===== config.mk =====
export PLATFORM = sky130hd
export DESIGN_NAME = power_sequencer
export DESIGN_NICKNAME = d
export VERILOG_FILES = /design/src/rtl/pmic_pkg.sv /design/src/rtl/seq_timer.sv /design/src/rtl/power_sequencer.sv
export SDC_FILE = /design/constraint.sdc
export NUM_CORES = 1
export LEC_CHECK = 0
export CORE_MARGIN = 2
export CORE_UTILIZATION = 50
export DETAILED_ROUTE_END_ITERATION = 6
export PLACE_DENSITY = 0.71
export SLEW_MARGIN = 0
export SYNTH_ARGS = -nofsm -noshare
export SYNTH_HDL_FRONTEND = slang
export SYNTH_SLANG_ARGS = --single-unit

===== constraint.sdc =====
create_clock -name i_clk -period 5.15 [get_ports i_clk]
set_clock_uncertainty 0.2 [all_clocks]
set_input_delay 0.515 -clock i_clk [delete_from_list [all_inputs] [get_ports i_clk]]
set_output_delay 0.515 -clock i_clk [all_outputs]
set_load 0.02 [all_outputs]

===== src/rtl/pmic_pkg.sv =====
// pmic_pkg: shared types and helpers for the PMIC power sequencer.
//   state_e     - sequencer state codes (3 bits, exposed on o_state)
//   FAULT_*     - fault cause codes (exposed on o_faultCode)
//   highest_set - index of the most significant set bit of an 8-bit vector
//   lowest_set  - index of the least significant set bit of an 8-bit vector
package pmic_pkg;

  typedef enum logic [2:0] {
    ST_IDLE       = 3'd0,
    ST_RAMP       = 3'd1,
    ST_SETTLE     = 3'd2,
    ST_RUN        = 3'd3,
    ST_SHUTDOWN   = 3'd4,
    ST_RETRY_WAIT = 3'd5,
    ST_FAULT      = 3'd6
  } state_e;

  localparam logic [1:0] FAULT_NONE    = 2'd0;
  localparam logic [1:0] FAULT_TIMEOUT = 2'd1;
  localparam logic [1:0] FAULT_DROPOUT = 2'd2;

  function automatic logic [2:0] highest_set(input logic [7:0] vec);
    logic [2:0] idx;
    idx = '0;
    for (int i = 0; i < 8; i++) begin
      if (vec[i]) idx = 3'(i);
    end
    return idx;
  endfunction

  function automatic logic [2:0] lowest_set(input logic [7:0] vec);
    logic [2:0] idx;
    idx = '0;
    for (int i = 7; i >= 0; i--) begin
      if (vec[i]) idx = 3'(i);
    end
    return idx;
  endfunction

endpackage


===== src/rtl/seq_timer.sv =====
// seq_timer: shared down-counting delay timer for the power sequencer.
//   clk   - sequencer clock
//   reset - synchronous active-high reset (count to zero)
//   load  - restart the delay; the count is loaded with delay-1
//   delay - length of the delay in cycles (one bit wider than the counter so
//           that delays up to twice the largest parameter can be expressed)
//   tc    - terminal count: high during the last cycle of the delay
module seq_timer #(
  parameter int W = 8
) (
  input  logic         clk,
  input  logic         reset,
  input  logic         load,
  input  logic [W:0]   delay,
  output logic         tc
);

  logic [W-1:0] cnt_q, cnt_d;

  always_comb begin
    cnt_d = cnt_q;
    if (load) begin
      cnt_d = W'(delay - (W+1)'(1));
    end else if (cnt_q != '0) begin
      cnt_d = cnt_q - W'(1);
    end
  end

  always_ff @(posedge clk) begin
    if (reset) cnt_q <= '0;
    else       cnt_q <= cnt_d;
  end

  assign tc = (cnt_q == '0);

endmodule


===== src/rtl/power_sequencer.sv =====
// power_sequencer: ordered power-up / reverse-order power-down of the PMIC
// supply stages, with ramp timeout, dropout detection and bounded retries.
//   i_clk, i_reset      - slow clock, synchronous active-high reset
//   i_enable            - level: 1 = power up, 0 = orderly power down
//   i_stageGood         - per-stage rail-good (bit 0 = first stage)
//   i_clearFault        - pulse, leaves FAULT
//   o_stageEnable       - registered regulator enables
//   o_allUp / o_fault   - in RUN / in FAULT
//   o_state             - current state code
//   o_faultStage/Code   - most recent fault stage and cause
//   o_retryCount        - retries used in the current power-up attempt
//
// state       | meaning
// IDLE        | all off, waiting for i_enable
// RAMP        | stage k enabled, waiting for its rail-good
// SETTLE      | stage k good, waiting SETTLE_DELAY before the next stage
// RUN         | all stages up
// SHUTDOWN    | disabling stages highest-first, SHUTDOWN_DELAY apart
// RETRY_WAIT  | all off after a fault, waiting RETRY_DELAY before retrying
// FAULT       | retries exhausted, waiting for i_clearFault
module power_sequencer
  import pmic_pkg::*;
#(
  parameter int STAGES         = 3,
  parameter int ENABLE_TIMEOUT = 1000,
  parameter int SETTLE_DELAY   = 100,
  parameter int SHUTDOWN_DELAY = 50,
  parameter int RETRY_DELAY    = 2000,
  parameter int MAX_RETRIES    = 3
) (
  input  logic              i_clk,
  input  logic              i_reset,
  input  logic              i_enable,
  input  logic [STAGES-1:0] i_stageGood,
  input  logic              i_clearFault,
  output logic [STAGES-1:0] o_stageEnable,
  output logic              o_allUp,
  output logic [2:0]        o_state,
  output logic              o_fault,
  output logic [2:0]        o_faultStage,
  output logic [1:0]        o_faultCode,
  output logic [3:0]        o_retryCount
);

  localparam int MAX_A   = (ENABLE_TIMEOUT > SETTLE_DELAY) ? ENABLE_TIMEOUT : SETTLE_DELAY;
  localparam int MAX_B   = (SHUTDOWN_DELAY > RETRY_DELAY) ? SHUTDOWN_DELAY : RETRY_DELAY;
  localparam int MAX_DLY = (MAX_A > MAX_B) ? MAX_A : MAX_B;
  localparam int TW      = $clog2(MAX_DLY) + 1;
  localparam int DW      = TW + 1;
  localparam logic [2:0]        LAST_STAGE  = 3'(STAGES - 1);
  localparam logic [3:0]        RETRY_LIMIT = 4'(MAX_RETRIES);
  localparam logic [STAGES-1:0] ONE_HOT0    = STAGES'(1);

  state_e            state_q, state_d;
  logic [2:0]        k_q, k_d;
  logic [STAGES-1:0] en_q, en_d;
  logic [1:0]        code_q, code_d;
  logic [2:0]        fstage_q, fstage_d;
  logic [3:0]        retry_q, retry_d;
  logic              pend_q, pend_d;
  logic              all_up_q, all_up_d;
  logic              fault_q, fault_d;

  logic              tmr_load, tmr_tc, step;
  logic [DW-1:0]     tmr_dly;
  logic [STAGES-1:0] qual, drop, en_hi_clr;
  logic              good_k;
  logic              sd_req, sd_flt;
  logic [1:0]        sd_code;
  logic [2:0]        sd_stage;

  seq_timer #(.W(TW)) u_timer (
    .clk   (i_clk),
    .reset (i_reset),
    .load  (tmr_load),
    .delay (tmr_dly),
    .tc    (tmr_tc)
  );

  always_comb begin
    state_d  = state_q;
    k_d      = k_q;
    en_d     = en_q;
    code_d   = code_q;
    fstage_d = fstage_q;
    retry_d  = retry_q;
    pend_d   = pend_q;
    step     = 1'b0;
    sd_req   = 1'b0;
    sd_flt   = 1'b0;
    sd_code  = FAULT_NONE;
    sd_stage = '0;

    // Stages already qualified: below k while ramping, up to k once k is good.
    qual = '0;
    for (int i = 0; i < STAGES; i++) begin
      qual[i] = (3'(i) < k_q) || ((3'(i) == k_q) && (state_q != ST_RAMP));
    end
    drop      = qual & en_q & ~i_stageGood;
    good_k    = |(i_stageGood & (ONE_HOT0 << k_q));
    en_hi_clr = en_q & ~(ONE_HOT0 << highest_set(8'(en_q)));

    case (state_q)
      ST_IDLE: begin
        if (i_enable) begin
          k_d     = '0;
          en_d    = ONE_HOT0;
          state_d = ST_RAMP;
        end
      end
      ST_RAMP: begin
        if (|drop) begin
          sd_req = 1'b1; sd_flt = 1'b1;
          sd_code = FAULT_DROPOUT; sd_stage = lowest_set(8'(drop));
        end else if (!good_k && tmr_tc) begin
          sd_req = 1'b1; sd_flt = 1'b1;
          sd_code = FAULT_TIMEOUT; sd_stage = k_q;
        end else if (!i_enable) begin
          sd_req = 1'b1;
        end else if (good_k) begin
          state_d = ST_SETTLE;
        end
      end
      ST_SETTLE: begin
        if (|drop) begin
          sd_req = 1'b1; sd_flt = 1'b1;
          sd_code = FAULT_DROPOUT; sd_stage = lowest_set(8'(drop));
        end else if (!i_enable) begin
          sd_req = 1'b1;
        end else if (tmr_tc) begin
          if (k_q < LAST_STAGE) begin
            k_d     = k_q + 3'd1;
            en_d    = en_q | (ONE_HOT0 << k_d);
            state_d = ST_RAMP;
          end else begin
            retry_d = '0;
            state_d = ST_RUN;
          end
        end
      end
      ST_RUN: begin
        if (|drop) begin
          sd_req = 1'b1; sd_flt = 1'b1;
          sd_code = FAULT_DROPOUT; sd_stage = lowest_set(8'(drop));
        end else if (!i_enable) begin
          sd_req = 1'b1;
        end
      end
      ST_SHUTDOWN: begin
        if (tmr_tc) begin
          if (en_q != '0) begin
            en_d = en_hi_clr;
            step = 1'b1;
          end else begin
            pend_d = 1'b0;
            if (!pend_q) begin
              retry_d = '0;
              state_d = ST_IDLE;
            end else if (retry_q < RETRY_LIMIT) begin
              retry_d = retry_q + 4'd1;
              state_d = ST_RETRY_WAIT;
            end else begin
              state_d = ST_FAULT;
            end
          end
        end
      end
      ST_RETRY_WAIT: begin
        if (tmr_tc) begin
          if (i_enable) begin
            k_d     = '0;
            en_d    = ONE_HOT0;
            state_d = ST_RAMP;
          end else begin
            retry_d = '0;
            state_d = ST_IDLE;
          end
        end
      end
      ST_FAULT: begin
        en_d = '0;
        if (i_clearFault) begin
          retry_d  = '0;
          code_d   = FAULT_NONE;
          fstage_d = '0;
          state_d  = ST_IDLE;
        end
      end
      default: state_d = ST_IDLE;
    endcase

    if (sd_req) begin
      state_d = ST_SHUTDOWN;
      en_d    = en_hi_clr;
      pend_d  = sd_flt;
      if (sd_flt) begin
        code_d   = sd_code;
        fstage_d = sd_stage;
      end
    end

    // Once the last enable is gone the wait covers both the final step gap
    // and the post-off delay, so it is loaded as twice the step delay.
    tmr_load = (state_d != state_q) || step;
    case (state_d)
      ST_RAMP:       tmr_dly = DW'(ENABLE_TIMEOUT);
      ST_SETTLE:     tmr_dly = DW'(SETTLE_DELAY);
      ST_SHUTDOWN:   tmr_dly = (en_d == '0) ? DW'(2 * SHUTDOWN_DELAY) : DW'(SHUTDOWN_DELAY);
      ST_RETRY_WAIT: tmr_dly = DW'(RETRY_DELAY);
      default:       tmr_dly = DW'(1);
    endcase

    all_up_d = (state_d == ST_RUN);
    fault_d  = (state_d == ST_FAULT);
  end

  always_ff @(posedge i_clk) begin
    if (i_reset) begin
      state_q  <= ST_IDLE;
      k_q      <= '0;
      en_q     <= '0;
      code_q   <= FAULT_NONE;
      fstage_q <= '0;
      retry_q  <= '0;
      pend_q   <= 1'b0;
      all_up_q <= 1'b0;
      fault_q  <= 1'b0;
    end else begin
      state_q  <= state_d;
      k_q      <= k_d;
      en_q     <= en_d;
      code_q   <= code_d;
      fstage_q <= fstage_d;
      retry_q  <= retry_d;
      pend_q   <= pend_d;
      all_up_q <= all_up_d;
      fault_q  <= fault_d;
    end
  end

  assign o_stageEnable = en_q;
  assign o_allUp       = all_up_q;
  assign o_state       = state_q;
  assign o_fault       = fault_q;
  assign o_faultStage  = fstage_q;
  assign o_faultCode   = code_q;
  assign o_retryCount  = retry_q;

endmodule

==> results.cfg <==
[run_status]
status = complete, no violations

[critical_path]
cp.arrival_ns = 4.50
start_kind = flip-flop
critPathMaxFanout = 24
worstSetupPathType = flip-flop to flip-flop
worstPathRequired_ns = 5.14
crit_path_end_kind = flip-flop

[placed_design]
port_buffers = 23
gp_congestion = 0.963
dpl_cell_area_sq_mm = 0.00272
hpwlAfterDp_mm = 4.82

[yosys]
synth-simple-area-share_pct = 30.1
synthCells = 320
synth_compound_area_share_pct = 31.3
synth-seq-cells = 33
synth_ff_type = dfxtp_1
synthAdderAreaFrac_pct = 3.58
synth_top_family_by_area = compound AO/OA/AOI/OAI gates
ys_types = 64
syn_area_sq_mm = 0.00244
ys_seq_area_share_pct = 27.0
syn-mean-instance-area_sq_um = 7.64
synth_nets = 334
synth_xor_area_share_pct = 1.43
yosys-mux-area-fraction_pct = 2.10
async_reset_ff_share_pct = 0
synth_edf_count = 0
ys_warn_count = 0

[layout]
mostFrequentLayoutCells = nor2_1 (41), dfxtp_1 (33), nand2_1 (26), clkdlybuf4s50_1 (23), a21oi_1 (21)
n_antenna_cell = 0
post-route-util_pct = 59.4
area_delta_synth_final_pct = 14.8
final_area_sq_mm = 0.00281
mostFrequentLayoutCell = nor2_1
finalNetCount = 353
drive_gt1_share_pct = 8.26

[min_path]
hp-class = flip-flop to flip-flop

[floorplanning]
fp-row-count = 25
die_height_um = 73.9
ioPinCount = 24
start_util_pct = 51.8
die_w_um = 73.9
core_area_sq_mm = 0.00472
die_area_sq_mm = 0.00546

[sta]
final.setup.tns_ns = 0
final-setup-viol-count = 0
hold_viol = 0
tightest_slew_ns = 0.865
slew_violations = 0
maxSlewHeadroom_pct = 42.0
rsz0062_at_grt = false
fin_crit_ns = 4.52
max_freq_ghz = 0.221
timing.final.crit_share_pct = 87.7

[clocking]
cts_tree = yes
cts_hold_buf = 0
cts_root_buf = clkbuf_8
cts_resized = 0
clock_latency_ns = 0.29
post_cts_buffers = 0
htreeDepth = 2
numCtsBuffers = 5
clock-sinks = 33
clkTransAtPathRegs_ns = 0.07
cts_buffer_depth = 2

[power]
power_frac_clock_pct = 13.0
p_seq_share_pct = 21.8
power.density_mw_per_mm2 = 568
switching_share_pct = 49.4
ir_drop_mv = 0.377
pwr-share-comb_pct = 65.3
p_int_mw = 0.807
p_switching_mw = 0.788
leakagePower_nw = 0.987

[route]
postRouteAntennaNets = 0
via_count = 2542
wl_met2_mm = 2.63
route.detailed.drc = 0
wl_met3_um = 769
wl_mm = 6.56
viasPerCell = 6.26
wl_per_cell_um = 16.2
drtIter0Drc = 363
drt-met1-wl_mm = 2.99
routed.top_layer = met4
first_pass_iters = 7

[global_route]
grt_max_degree = 25
grt_pass1_wl_mm = 10.7
grt_util_all_layers_pct = 25.5
grt_overflow = 0
antenna_found_initial = 0
grt_pass1_vias = 2191

[job]
maxCapViolCount = 0
==> flip-flops by register name, indices dropped and copies added, names as in the netlist <==
name           cells
o_faultStage       3
o_fault            1
o_faultCode        2
o_allUp            1
o_stageEnable      3
k_q                3
pend_q             1
o_state            3
o_retryCount       4
u_timer.cnt_q     12
==> stage by stage <==
step	cells	hold WS (ns)	power (mW)	setup WS (ns)
after floorplan	320	0.253	1.16	0.868
after global placement	399	0.249	1.36	0.647
after detailed placement	399	0.249	1.36	0.534
after CTS	406	0.268	1.57	0.718
after global routing	406	0.287	1.72	0.311
final	406	0.264	1.60	0.634
==> final timing paths <==
kind | start | end | slack, ns | cells after the start
worst max-delay path | o_state[1] | u_timer.cnt_q[10] | 0.63 | 14
worst min-delay path | o_faultCode[0] | o_faultCode[0] | 0.26 | 2
worst max register to register | o_state[1] | u_timer.cnt_q[10] | 0.63 | 14
worst min register to register | o_faultCode[0] | o_faultCode[0] | 0.26 | 2
==> cell families after synthesis <==
family	count (synthesis)
AO/OA/AOI/OAI	103
buffers and inverters	25
XOR/XNOR	4
AND/OR/NAND/NOR	143
multiplexers	5
flip-flops	33
adder cells (fa/ha/maj)	7
==> cells in the mapped netlist, types with 2 or more instances <==
cell type | instances | area [sq um]
nor4_1 | 8 | 50.1
a311o_1 | 2 | 20.0
a31oi_1 | 4 | 25.0
ha_1 | 7 | 87.6
a22oi_1 | 4 | 30.0
o211ai_1 | 4 | 30.0
o31a_1 | 3 | 26.3
xor2_1 | 2 | 17.5
a41oi_1 | 2 | 17.5
or2_1 | 4 | 25.0
a211o_1 | 2 | 17.5
buf_6 | 2 | 22.5
o22ai_1 | 4 | 25.0
mux2i_1 | 4 | 40.0
nor3_1 | 20 | 100
o221a_2 | 2 | 22.5
nand3b_1 | 2 | 15.0
nand3_1 | 10 | 50.1
nand4_1 | 3 | 18.8
xnor2_1 | 2 | 17.5
a311oi_1 | 2 | 17.5
a31o_2 | 2 | 17.5
and3_1 | 3 | 18.8
o21a_1 | 5 | 37.5
dfxtp_1 | 33 | 661
a211oi_1 | 2 | 15.0
o21ai_0 | 15 | 75.1
a21oi_1 | 21 | 105
a21o_1 | 6 | 45.0
inv_1 | 9 | 33.8
or3_1 | 5 | 31.3
nor4_2 | 2 | 25.0
nor2_1 | 41 | 154
o21ai_2 | 2 | 17.5
or3_4 | 2 | 22.5
nor2b_1 | 6 | 37.5
o2111a_1 | 2 | 22.5
and2_1 | 2 | 12.5
o31ai_1 | 4 | 30.0
nand2_1 | 26 | 97.6
o311a_1 | 3 | 30.0
clkbuf_1 | 12 | 45.0
nand2b_1 | 3 | 18.8
==> final cells by class <==
cell class / count / area [sq um]
fillers: 405 / 1920
multi-input cells: 262 / 1670
flip-flops and latches: 33 / 661
repair buffers: 27 / 260
well taps: 67 / 83.8
clock buffers: 6 / 82.6
inverters: 10 / 37.5
clock inverters: 1 / 7.51
==> power groups by stage <==
stage | logic, mW | registers (mW) | clock network [mW]
floorplan | 0.800 | 0.356 | 0
global placement | 1.01 | 0.351 | 0
detailed placement | 1.01 | 0.352 | 0
CTS | 1.01 | 0.346 | 0.210
global route | 1.15 | 0.353 | 0.219
finish | 1.04 | 0.347 | 0.207
==> layer usage <==
metal,track usage (%),vias up
li1,-,1244
met1,36.9,1137
met2,35.2,147
met3,6.86,14
met4,11.1,0
met5,0,-
==> critical path, stage by stage, from the launching register on <==
cell and delay [ns]:
dfxtp_1 0.37, buf_4 0.22, nand4bb_1 0.37, or2_1 0.36
o41ai_1 0.52, a31oi_1 0.14, a21oi_1 0.18, o221a_2 0.48
or3_1 0.23, a21boi_0 0.20, ha_1 0.20, o21ai_2 0.09
or3_4 0.40, a211o_1 0.27, and3_1 0.17
Note: power is estimated with default switching activity, not from simulation.
